$ cat src/rtl/seq_muldiv_unit_pkg.sv
// Shared encodings for the iterative multiply/divide unit: operation codes,
// FSM state codes and the R-type opcode decode used by MainControl.
package muldiv_pkg;

    localparam logic [1:0] OP_MULU = 2'b00;
    localparam logic [1:0] OP_MUL  = 2'b01;
    localparam logic [1:0] OP_DIVU = 2'b10;
    localparam logic [1:0] OP_DIV  = 2'b11;

    localparam logic [1:0] ST_IDLE   = 2'd0;
    localparam logic [1:0] ST_CALC   = 2'd1;
    localparam logic [1:0] ST_FINISH = 2'd2;

    localparam logic [3:0] RT_MULU = 4'b1010;
    localparam logic [3:0] RT_MUL  = 4'b1011;
    localparam logic [3:0] RT_DIVU = 4'b1100;
    localparam logic [3:0] RT_DIV  = 4'b1101;

    typedef struct packed {
        logic       valid;
        logic [1:0] op;
    } muldiv_dec_t;

    function automatic muldiv_dec_t decode_rtype(input logic [3:0] code);
        muldiv_dec_t dec;
        dec.valid = 1'b1;
        dec.op    = OP_MULU;
        case (code)
            RT_MULU: dec.op = OP_MULU;
            RT_MUL:  dec.op = OP_MUL;
            RT_DIVU: dec.op = OP_DIVU;
            RT_DIV:  dec.op = OP_DIV;
            default: dec.valid = 1'b0;
        endcase
        return dec;
    endfunction

endpackage

$ cat src/rtl/seq_muldiv_unit_if.sv
// Request/result bundle between the EX stage (master) and the muldiv unit (slave).
interface seq_muldiv_unit_if #(
    parameter int WIDTH = 16
);
    logic             start;
    logic [1:0]       op;
    logic [WIDTH-1:0] a;
    logic [WIDTH-1:0] b;
    logic             busy;
    logic             done;
    logic [WIDTH-1:0] hi;
    logic [WIDTH-1:0] lo;
    logic             div_by_zero;

    modport master (
        output start, op, a, b,
        input  busy, done, hi, lo, div_by_zero
    );

    modport slave (
        input  start, op, a, b,
        output busy, done, hi, lo, div_by_zero
    );
endinterface

$ cat src/rtl/seq_muldiv_unit_sign_cond.sv
// Conditional two's-complement negation, used to form magnitudes on entry
// and to restore result signs on completion.
module muldiv_sign_cond #(
    parameter int WIDTH = 16
) (
    input  logic             neg,
    input  logic [WIDTH-1:0] din,
    output logic [WIDTH-1:0] dout
);
    logic [WIDTH-1:0] din_n;

    assign din_n = ~din;
    assign dout  = neg ? (din_n + WIDTH'(1)) : din;
endmodule

$ cat src/rtl/seq_muldiv_unit.sv
// Iterative radix-2 multiply/divide unit with HI/LO results and a
// start/busy/done handshake; signed ops run on magnitudes with sign fix-up.
module seq_muldiv_unit
    import muldiv_pkg::*;
#(
    parameter int WIDTH = 16,
    parameter int CNT_W = $clog2(WIDTH + 1)
) (
    input logic             clk,
    input logic             reset,
    seq_muldiv_unit_if.slave bus
);
    logic [1:0]       state;
    logic [CNT_W-1:0] cnt;
    logic [1:0]       op_r;
    logic             neg_res;
    logic             neg_rem;
    logic             dbz_pend;
    logic             busy_r;
    logic             done_r;
    logic             dbz_r;
    logic [WIDTH-1:0] hi_r;
    logic [WIDTH-1:0] lo_r;

    // acc holds {remainder/upper partial product (WIDTH+1), quotient/multiplier (WIDTH)}
    logic [WIDTH-1:0]   b_mag;
    logic [2*WIDTH:0]   acc;
    logic [2*WIDTH:0]   acc_step;

    logic             is_signed;
    logic             is_div;
    logic             a_neg;
    logic             b_neg;
    logic             b_zero;
    logic             accept;
    logic [WIDTH-1:0] a_mag_in;
    logic [WIDTH-1:0] b_mag_in;

    assign is_signed = bus.op[0];
    assign is_div    = bus.op[1];
    assign a_neg     = is_signed & bus.a[WIDTH-1];
    assign b_neg     = is_signed & bus.b[WIDTH-1];
    assign b_zero    = (bus.b == '0);
    assign accept    = (state == ST_IDLE) && bus.start;

    muldiv_sign_cond #(.WIDTH(WIDTH)) u_a_mag (
        .neg  (a_neg),
        .din  (bus.a),
        .dout (a_mag_in)
    );

    muldiv_sign_cond #(.WIDTH(WIDTH)) u_b_mag (
        .neg  (b_neg),
        .din  (bus.b),
        .dout (b_mag_in)
    );

    logic [WIDTH:0] mul_sum;
    logic [WIDTH:0] rem_sh;
    logic [WIDTH:0] rem_diff;

    always_comb begin
        mul_sum  = acc[2*WIDTH:WIDTH] + {1'b0, b_mag};
        rem_sh   = {acc[2*WIDTH-1:WIDTH], acc[WIDTH-1]};
        rem_diff = rem_sh - {1'b0, b_mag};
        acc_step = acc;
        if (op_r[1]) begin
            // restoring step: keep the difference only when it did not borrow
            if (!rem_diff[WIDTH]) begin
                acc_step = {rem_diff, acc[WIDTH-2:0], 1'b1};
            end else begin
                acc_step = {rem_sh, acc[WIDTH-2:0], 1'b0};
            end
        end else if (acc[0]) begin
            acc_step = {1'b0, mul_sum, acc[WIDTH-1:1]};
        end else begin
            acc_step = {1'b0, acc[2*WIDTH:WIDTH], acc[WIDTH-1:1]};
        end
    end

    logic [2*WIDTH-1:0] res_raw;
    logic [2*WIDTH-1:0] res_fix;
    logic [WIDTH-1:0]   rem_fix;

    assign res_raw = op_r[1] ? {{WIDTH{1'b0}}, acc[WIDTH-1:0]} : acc[2*WIDTH-1:0];

    muldiv_sign_cond #(.WIDTH(2*WIDTH)) u_res_fix (
        .neg  (neg_res),
        .din  (res_raw),
        .dout (res_fix)
    );

    muldiv_sign_cond #(.WIDTH(WIDTH)) u_rem_fix (
        .neg  (neg_rem),
        .din  (acc[2*WIDTH-1:WIDTH]),
        .dout (rem_fix)
    );

    always_ff @(posedge clk) begin
        if (reset) begin
            state    <= ST_IDLE;
            cnt      <= '0;
            op_r     <= OP_MULU;
            neg_res  <= 1'b0;
            neg_rem  <= 1'b0;
            dbz_pend <= 1'b0;
            busy_r   <= 1'b0;
            done_r   <= 1'b0;
            dbz_r    <= 1'b0;
            hi_r     <= '0;
            lo_r     <= '0;
        end else begin
            done_r <= 1'b0;
            case (state)
                ST_IDLE: begin
                    if (bus.start) begin
                        op_r    <= bus.op;
                        neg_res <= a_neg ^ b_neg;
                        neg_rem <= is_div & a_neg;
                        cnt     <= '0;
                        busy_r  <= 1'b1;
                        if (is_div && b_zero) begin
                            dbz_pend <= 1'b1;
                            state    <= ST_FINISH;
                        end else begin
                            dbz_pend <= 1'b0;
                            state    <= ST_CALC;
                        end
                    end
                end
                ST_CALC: begin
                    cnt <= cnt + CNT_W'(1);
                    if (cnt == CNT_W'(WIDTH - 1)) begin
                        state <= ST_FINISH;
                    end
                end
                ST_FINISH: begin
                    busy_r <= 1'b0;
                    done_r <= 1'b1;
                    state  <= ST_IDLE;
                    if (dbz_pend) begin
                        lo_r  <= '1;
                        hi_r  <= acc[WIDTH-1:0];
                        dbz_r <= 1'b1;
                    end else if (op_r[1]) begin
                        lo_r  <= res_fix[WIDTH-1:0];
                        hi_r  <= rem_fix;
                        dbz_r <= 1'b0;
                    end else begin
                        {hi_r, lo_r} <= res_fix;
                        dbz_r        <= 1'b0;
                    end
                end
                default: state <= ST_IDLE;
            endcase
        end
    end

    // datapath registers carry no reset; the FSM decides when they are meaningful
    always_ff @(posedge clk) begin
        if (accept) begin
            b_mag <= b_mag_in;
            acc   <= (is_div && b_zero) ? {{(WIDTH+1){1'b0}}, bus.a}
                                        : {{(WIDTH+1){1'b0}}, a_mag_in};
        end else if (state == ST_CALC) begin
            acc <= acc_step;
        end
    end

    assign bus.busy        = busy_r;
    assign bus.done        = done_r;
    assign bus.hi          = hi_r;
    assign bus.lo          = lo_r;
    assign bus.div_by_zero = dbz_r;
endmodule

$ cat src/flat_wrapper.sv
// flat-port wrapper written by rule: the top's interface ports become plain ports
module seq_muldiv_unit_flat import muldiv_pkg::*;
#(
    parameter int WIDTH = 16,
    parameter int CNT_W = $clog2(WIDTH + 1)
)
  (clk, reset, bus_start, bus_op, bus_a, bus_b, bus_busy, bus_done, bus_hi, bus_lo, bus_div_by_zero);
  seq_muldiv_unit_if #(.WIDTH(WIDTH)) bus_i ();
  input logic clk;
  input logic reset;
  input wire logic [$bits(bus_i.start)-1:0] bus_start;
  input wire logic [$bits(bus_i.op)-1:0] bus_op;
  input wire logic [$bits(bus_i.a)-1:0] bus_a;
  input wire logic [$bits(bus_i.b)-1:0] bus_b;
  output wire logic [$bits(bus_i.busy)-1:0] bus_busy;
  output wire logic [$bits(bus_i.done)-1:0] bus_done;
  output wire logic [$bits(bus_i.hi)-1:0] bus_hi;
  output wire logic [$bits(bus_i.lo)-1:0] bus_lo;
  output wire logic [$bits(bus_i.div_by_zero)-1:0] bus_div_by_zero;
  assign bus_i.start = bus_start;
  assign bus_i.op = bus_op;
  assign bus_i.a = bus_a;
  assign bus_i.b = bus_b;
  assign bus_busy = bus_i.busy;
  assign bus_done = bus_i.done;
  assign bus_hi = bus_i.hi;
  assign bus_lo = bus_i.lo;
  assign bus_div_by_zero = bus_i.div_by_zero;
  seq_muldiv_unit #(.WIDTH(WIDTH), .CNT_W(CNT_W)) u_core (.clk(clk), .reset(reset), .bus(bus_i));
endmodule
$ cat config.mk
export PLATFORM = sky130hd
export DESIGN_NAME = seq_muldiv_unit_flat
export DESIGN_NICKNAME = d
export VERILOG_FILES = /design/src/rtl/seq_muldiv_unit_pkg.sv /design/src/rtl/seq_muldiv_unit_if.sv /design/src/rtl/seq_muldiv_unit_sign_cond.sv /design/src/rtl/seq_muldiv_unit.sv /design/src/flat_wrapper.sv
export SDC_FILE = /design/constraint.sdc
export NUM_CORES = 1
export LEC_CHECK = 0
export BUFFER_PORTS_ARGS = -buffer_cell sky130_fd_sc_hd__clkbuf_2
export CAP_MARGIN = 15
export CORE_ASPECT_RATIO = 0.6
export CORE_MARGIN = 10
export CORE_UTILIZATION = 32
export CTS_CLUSTER_SIZE = 10
export DETAILED_ROUTE_END_ITERATION = 10
export GPL_TIMING_DRIVEN = 0
export PLACE_DENSITY_LB_ADDON = 0.3
export SYNTH_ARGS = -nofsm -noshare
export SYNTH_HDL_FRONTEND = slang
export SYNTH_HIERARCHICAL = 1
export SYNTH_SLANG_ARGS = --single-unit
export TNS_END_PERCENT = 20
$ cat constraint.sdc
create_clock -name clk -period 6 [get_ports clk]
set_clock_uncertainty 0.1 [all_clocks]
set_input_delay 0.6 -clock clk [delete_from_list [all_inputs] [get_ports clk]]
set_output_delay 0.6 -clock clk [all_outputs]
set_load 0.005 [all_outputs]
After elaboration in Yosys (flattened, before gate mapping)

Cells that the tools add are included.

Equal/unequal tests: 5
Add/sub/neg operators: 7
Bitwise logic cells: 8
Reductions and logical operators: 11
Multiplexer cells: 25

Operators with widths:

| kind                                                            | count |
|---|---|
| 33-bit 2-to-1 mux                                               | 4 |
| 16-bit 2-to-1 mux                                               | 7 |
| 32-bit 2-to-1 mux                                               | 3 |
| 16-bit by 1-bit adder with 16-bit output, second input constant | 3 |
| 16-bit NOT                                                      | 3 |
| 32-bit by 1-bit adder with 32-bit output, second input constant | 1 |
| 32-bit NOT                                                      | 1 |
| 17-bit by 16-bit adder with 17-bit output                       | 1 |
| 17-bit by 16-bit subtractor with 17-bit output                  | 1 |
| 16-bit zero test                                                | 1 |
| 5-bit one-hot mux with 2 select lines                           | 1 |
| 2-bit AND reduction                                             | 4 |
| 2-bit 2-to-1 mux                                                | 3 |
| 2-bit nonzero test                                              | 3 |
| 5-bit by 1-bit adder with 5-bit output, second input constant   | 1 |
| 5-bit by 4-bit == test with 1-bit output, second input constant | 1 |
| 5-bit 2-to-1 mux                                                | 1 |
| 1-bit 2-to-1 mux                                                | 4 |
| 2-bit one-hot mux with 2 select lines                           | 1 |
| 1-bit AND                                                       | 3 |
| 2-bit by 1-bit == test with 1-bit output, second input constant | 1 |
| 2-bit == test, second input constant                            | 1 |
| 1-bit logical AND                                               | 2 |
| 2-bit zero test                                                 | 1 |
| other kinds (4)                                                 | 4 |

Register bits after elaboration: 96
Output and inout port bits: 35
Logic and storage cells: 69

Depth between registers and ports, before layout

Depth in word-level cells: 6
Mapped depth: 12

Hierarchy

The synthesis kept the hierarchy.

Modules (own cells, without submodules):

| module                                 | times used | area each (um^2) | seq. area each (um^2) | cells each |
|---|---|---|---|---|
| seq_muldiv_unit                        | 1          | 6,382.4          | 2,392.3               | 733 |
| muldiv_sign_cond at u_core.u_a_mag ... | 3          | 332.8            | 0.0                   | 47 |
| muldiv_sign_cond at u_core.u_res_fix   | 1          | 777.0            | 0.0                   | 99 |

Worst setup path after synthesis

No wires, ideal clock.

Path type: reg2reg
From: register u_core.acc[15]
To: register u_core.acc[24], data pin
Library setup time: 0.264 ns
Arrival: 2.603 ns
Setup slack: 3.033 ns
Stages on the path, launching flop included: 13
Path through: edfxtp_1 > inv_1 > ha_1 > fa_1 > nand2b_1 > a21oi_2 > o211a_1 > o311a_1 > nor4b_2 > buf_6 > buf_12 > mux2i_1 > o22ai_1

Cells in the longest elaborated chain, start to end: 5

Ends and longest elaborated chain:

| element                                        | line                   | RTL |
|---|---|---|
| start, declared                                | seq_muldiv_unit.sv:27  | `logic [2*WIDTH:0] acc;` |
| start signal, assigned                         | seq_muldiv_unit.sv:163 | `acc <= (is_div && b_zero) ? {{(WIDTH+1){1'b0}}, bus.a}` |
| start signal, assigned                         | seq_muldiv_unit.sv:166 | `acc <= acc_step;` |
| 17-bit by 16-bit subtractor with 17-bit output | seq_muldiv_unit.sv:65  | `rem_diff = rem_sh - {1'b0, b_mag};` |
| 33-bit 2-to-1 mux                              | seq_muldiv_unit.sv:69  | `if (!rem_diff[WIDTH]) begin` |
| 33-bit 2-to-1 mux                              | seq_muldiv_unit.sv:67  | `if (op_r[1]) begin` |
| 33-bit 2-to-1 mux                              | seq_muldiv_unit.sv:165 | `end else if (state == ST_CALC) begin` |
| 33-bit 2-to-1 mux                              | seq_muldiv_unit.sv:161 | `if (accept) begin` |

Every way passes these cells. The select of a mux whose other input is x is not followed.
A chain may end at the register's enable or synchronous reset.

Worst setup path in the final report

From: register u_core.op_r[1]
To: register u_core.hi_r[3] (netlist: u_core/bus.hi[3])

Cells in the longest elaborated chain, start to end: 6

Ends and longest elaborated chain:

| element                                  | line                            | RTL |
|---|---|---|
| start, declared                          | seq_muldiv_unit.sv:15           | `logic [1:0] op_r;` |
| start signal, assigned                   | seq_muldiv_unit.sv:117          | `op_r <= bus.op;` |
| 32-bit 2-to-1 mux                        | seq_muldiv_unit.sv:85           | `assign res_raw = op_r[1] ? {{WIDTH{1'b0}}, acc[WIDTH-1:0]} : acc[2*WIDTH-1:0];` |
| via u_core.res_raw[16]                   | seq_muldiv_unit.sv:81           | `logic [2*WIDTH-1:0] res_raw;` |
| 32-bit NOT                               | seq_muldiv_unit_sign_cond.sv:12 | `assign din_n = ~din;` |
| 32-bit by 1-bit adder with 32-bit output | seq_muldiv_unit_sign_cond.sv:13 | `assign dout = neg ? (din_n + WIDTH'(1)) : din;` |
| 32-bit 2-to-1 mux                        | seq_muldiv_unit_sign_cond.sv:13 |  |
| via u_core.res_fix[19]                   | seq_muldiv_unit.sv:82           | `logic [2*WIDTH-1:0] res_fix;` |
| 16-bit 2-to-1 mux                        | seq_muldiv_unit.sv:145          | `end else if (op_r[1]) begin` |
| 16-bit 2-to-1 mux                        | seq_muldiv_unit.sv:141          | `if (dbz_pend) begin` |
| end signal, assigned                     | seq_muldiv_unit.sv:143          | `hi_r <= acc[WIDTH-1:0];` |
| end signal, assigned                     | seq_muldiv_unit.sv:147          | `hi_r <= rem_fix;` |
| end signal, assigned                     | seq_muldiv_unit.sv:150          | `{hi_r, lo_r} <= res_fix;` |
| end, declared                            | seq_muldiv_unit.sv:22           | `logic [WIDTH-1:0] hi_r;` |

The timed path passes the listed nets, and every way through them passes these cells.

==> run metrics <==
dpl hpwl=21.3 mm; top post-synthesis cells by area=edfxtp_1, dfxtp_1, xnor2_1, ha_1, mux2i_1; unrepaired setup endpoints after global routing=no; library cells used by synthesis=63; crit path launch=u_core/op_r[1]; cell chosen for the clock root=clkbuf_16; relative slew slack=between 40 and 50%; power share of the combinational group=between 40% and 50%; htree depth=3; Yosys warning total=6; fillcell total=2,622; Die Wd=~230 um; Die ar.=~32,000 um2; Cell Rows=45; HP Class=reg2reg; clk slew on worst S/H paths=approximately 70 ps; sequential cell area=2390 um2; FFs w/ async S/R, synth=0%; first-pass GRT wire length=41.3 mm; Peak VDD IR=approximately 0.14 mV; Via density=approximately 5.5; crit path capture type=flop; maximum clock path buffer count=2; final period utilization=67.4%; multi-input logic area=approximately 5400 um2; Top Layer Used=met4; Setup violations, final=0; Critical Path Source Type=flop; share of layout cells above drive strength 1=12.7%; Hold Crit Start=u_core/bus.hi[0]; Final Critical Period=4040 ps; initial antenna violation count=1; Routability Congestion=between 0.9 and 1; most frequent cells in the layout=nand2_1, a21oi_1, xnor2_1; metal3 WL=2.98 mm; #FFs+latches synth=95; CORE AREA=25,200 um2; antenna cell count=0; Final Hold Viols=0; commonest non-fill, non-tap cell in the layout=nand2_1; Yosys top cell by area=edfxtp_1; Post-synth EDFFs=49; Nets=1,133; vias post-DR=7,656; Slew Viols, Final=0; Required @ worst endpoint=about 6200 ps; CTS tree=done; Buffers on Ports=70; status=completed; r2r startpoint=u_core/op_r[1]; max cap viols=0; post-CTS sizing=0; worst-margin pin slew=791 ps; Clk pwr share=19.9%; Avg Inst Size Synth=8.38 um2; Crit Path Max Fanout=10; DR pass1 iterations=5; GRT Residual Overflow=0; top_reg_cell synth=edfxtp_1; Switching Fraction=41.9%; top cell type's share of synthesized area=18.0%; leakage power=~3.4 nW; WHS Path Cells=2; CTS Hold Bufs=0; met1 wire length=14.3 mm; Post-CTS Setup Inserts=0; 1st-iter DRT viols=765; Setup TNS=0 ps; Worst-Skew Late Latency=~360 ps; critical path class=reg2reg; vias in the first global route=7,148; top-level I/O count=72; Avg WL per Cell=about 19 um; P_sw=1.25 mW; share of the yosys chip area belonging to registers=29.3%; TritonCTS buffer count=9; P&R area growth vs syn=13.5%; largest net degree at the start of global routing=22; Antenna Nets Post-Route=0; WL met2=8.96 mm; Seq pwr share=around a third; Total Wirelength=26.4 mm; Tot GR Track Use=16.2%; FF-to-FF path depth=12; Pwr Total=2.98 mW; Fmax achieved=around 0.25 GHz; Power Internal=1.73 mW; Die H=between 100 and 150 um; Post-Synthesis Cells=973; Initial Utilization=32.4%; Mapped Nets=1,050; flop2flop setup slack=1960 ps; TritonCTS Sinks=95; CP Data Arrival Time=between 4000 and 5000 ps; drt drc=0; PwrDens=322 nW/um2; Syn Std Cell Area=8160 um2
[area by class of cell]
class,count,area share (%)
flip-flops and latches,95,25.8
well taps,329,4.44
multi-input cells,787,58.1
clock inverters,5,0.608
clock buffers,11,2.62
plain buffers,55,2.73
inverters,36,1.46
repair buffers,72,4.24
[flip-flops by register name, summed over array words and instances (netlist names)]
| register | count |
|---|---|
| u_core/acc | 33 |
| u_core/b_mag | 16 |
| u_core/bus.hi | 16 |
| u_core/bus.lo | 16 |
| u_core/cnt | 5 |
| u_core/state | 2 |
| u_core/bus.busy | 1 |
| u_core/bus.div_by_zero | 1 |
| u_core/bus.done | 1 |
| u_core/dbz_pend | 1 |
| u_core/neg_rem | 1 |
| u_core/neg_res | 1 |
| u_core/op_r | 1 |
[power by group through the flow]
stage	sequential (mW)	clock, mW	combinational [mW]
finish	0.958	0.592	1.43
global route	0.965	0.635	1.57
CTS	0.948	0.606	1.40
detailed placement	0.963	0	1.39
global placement	0.964	0	1.37
floorplan	0.884	0	1.09
[Yosys cell counts (all sizes together), types with 2 or more instances]
master,instances
o221ai,4
o22ai,2
mux2i,47
buf,15
and2,6
or2,6
o31ai,23
a21o,10
o21ai,60
nor3b,2
fa,2
o41ai,15
xor2,24
dfxtp,46
or3,11
mux2,8
nor2b,40
a21oi,84
nor4,10
o311a,2
nand3,11
and3,4
or4,13
ha,38
inv,36
o31a,3
nand2b,9
o211a,2
a31oi,4
nand3b,3
nand4,7
or2b,2
nor3,44
xnor2,73
a211oi,27
edfxtp,49
a22oi,2
o211ai,8
o21a,5
clkbuf,40
nor2,47
nand2,118
[worst max-delay path: stages (launching register included)]
cell and delay [ps]:
dfxtp_1 310, clkbuf_1 260, clkbuf_1 480, buf_1 570, nor2_1 300, nor4_4 450
nand2_1 260, o21ai_0 300, xnor2_1 150, mux2i_1 80, o21ai_0 380, nand2_1 160
a21oi_1 150
[kinds of logic after synthesis]
logic type                 after synthesis  synth area share [%]
AOI/OAI and AO/OA                      259                  20.9
xor gates and xnor gates                97                  10.4
adders and majority gates               40                  6.32
buffers and inverters                   91                  4.75
DFF                                     95                  29.3
muxes                                   55                  6.87
and+or+nand+nor                        336                  21.4
[per-layer routing]
layer  global-route usage, %  vias to the layer above
met2                    19.1                      296
li1                        -                     3712
met3                    5.82                       15
met4                    2.11                        0
met5                       0                        -
met1                    26.2                     3633
[final timing paths]
check	to
setup / recovery	u_core/bus.hi[3]
hold / removal	u_core/bus.hi[0]
setup reg to reg	u_core/bus.hi[3]
hold reg to reg	u_core/bus.hi[0]
[metrics by stage]
| step | instance area (um2) | utilization (%) | hold WS, ps | instances | setup slack [ps] |
|---|---|---|---|---|---|
| 3_5_place_dp | 8960 | 35.6 | 350 | 1374 | 2180 |
| 4_1_cts | 9260 | 36.8 | 359 | 1390 | 2150 |
| 2_1_floorplan | 8160 | - | 353 | 973 | 3030 |
| 6_report | 9260 | 36.8 | 356 | 1390 | 1960 |
| 5_1_grt | 9260 | 36.8 | 387 | 1390 | 1740 |
| 3_3_place_gp | 8920 | 35.4 | 345 | 1372 | 2190 |
No activity file was read; power rests on OpenSTA's default activity.
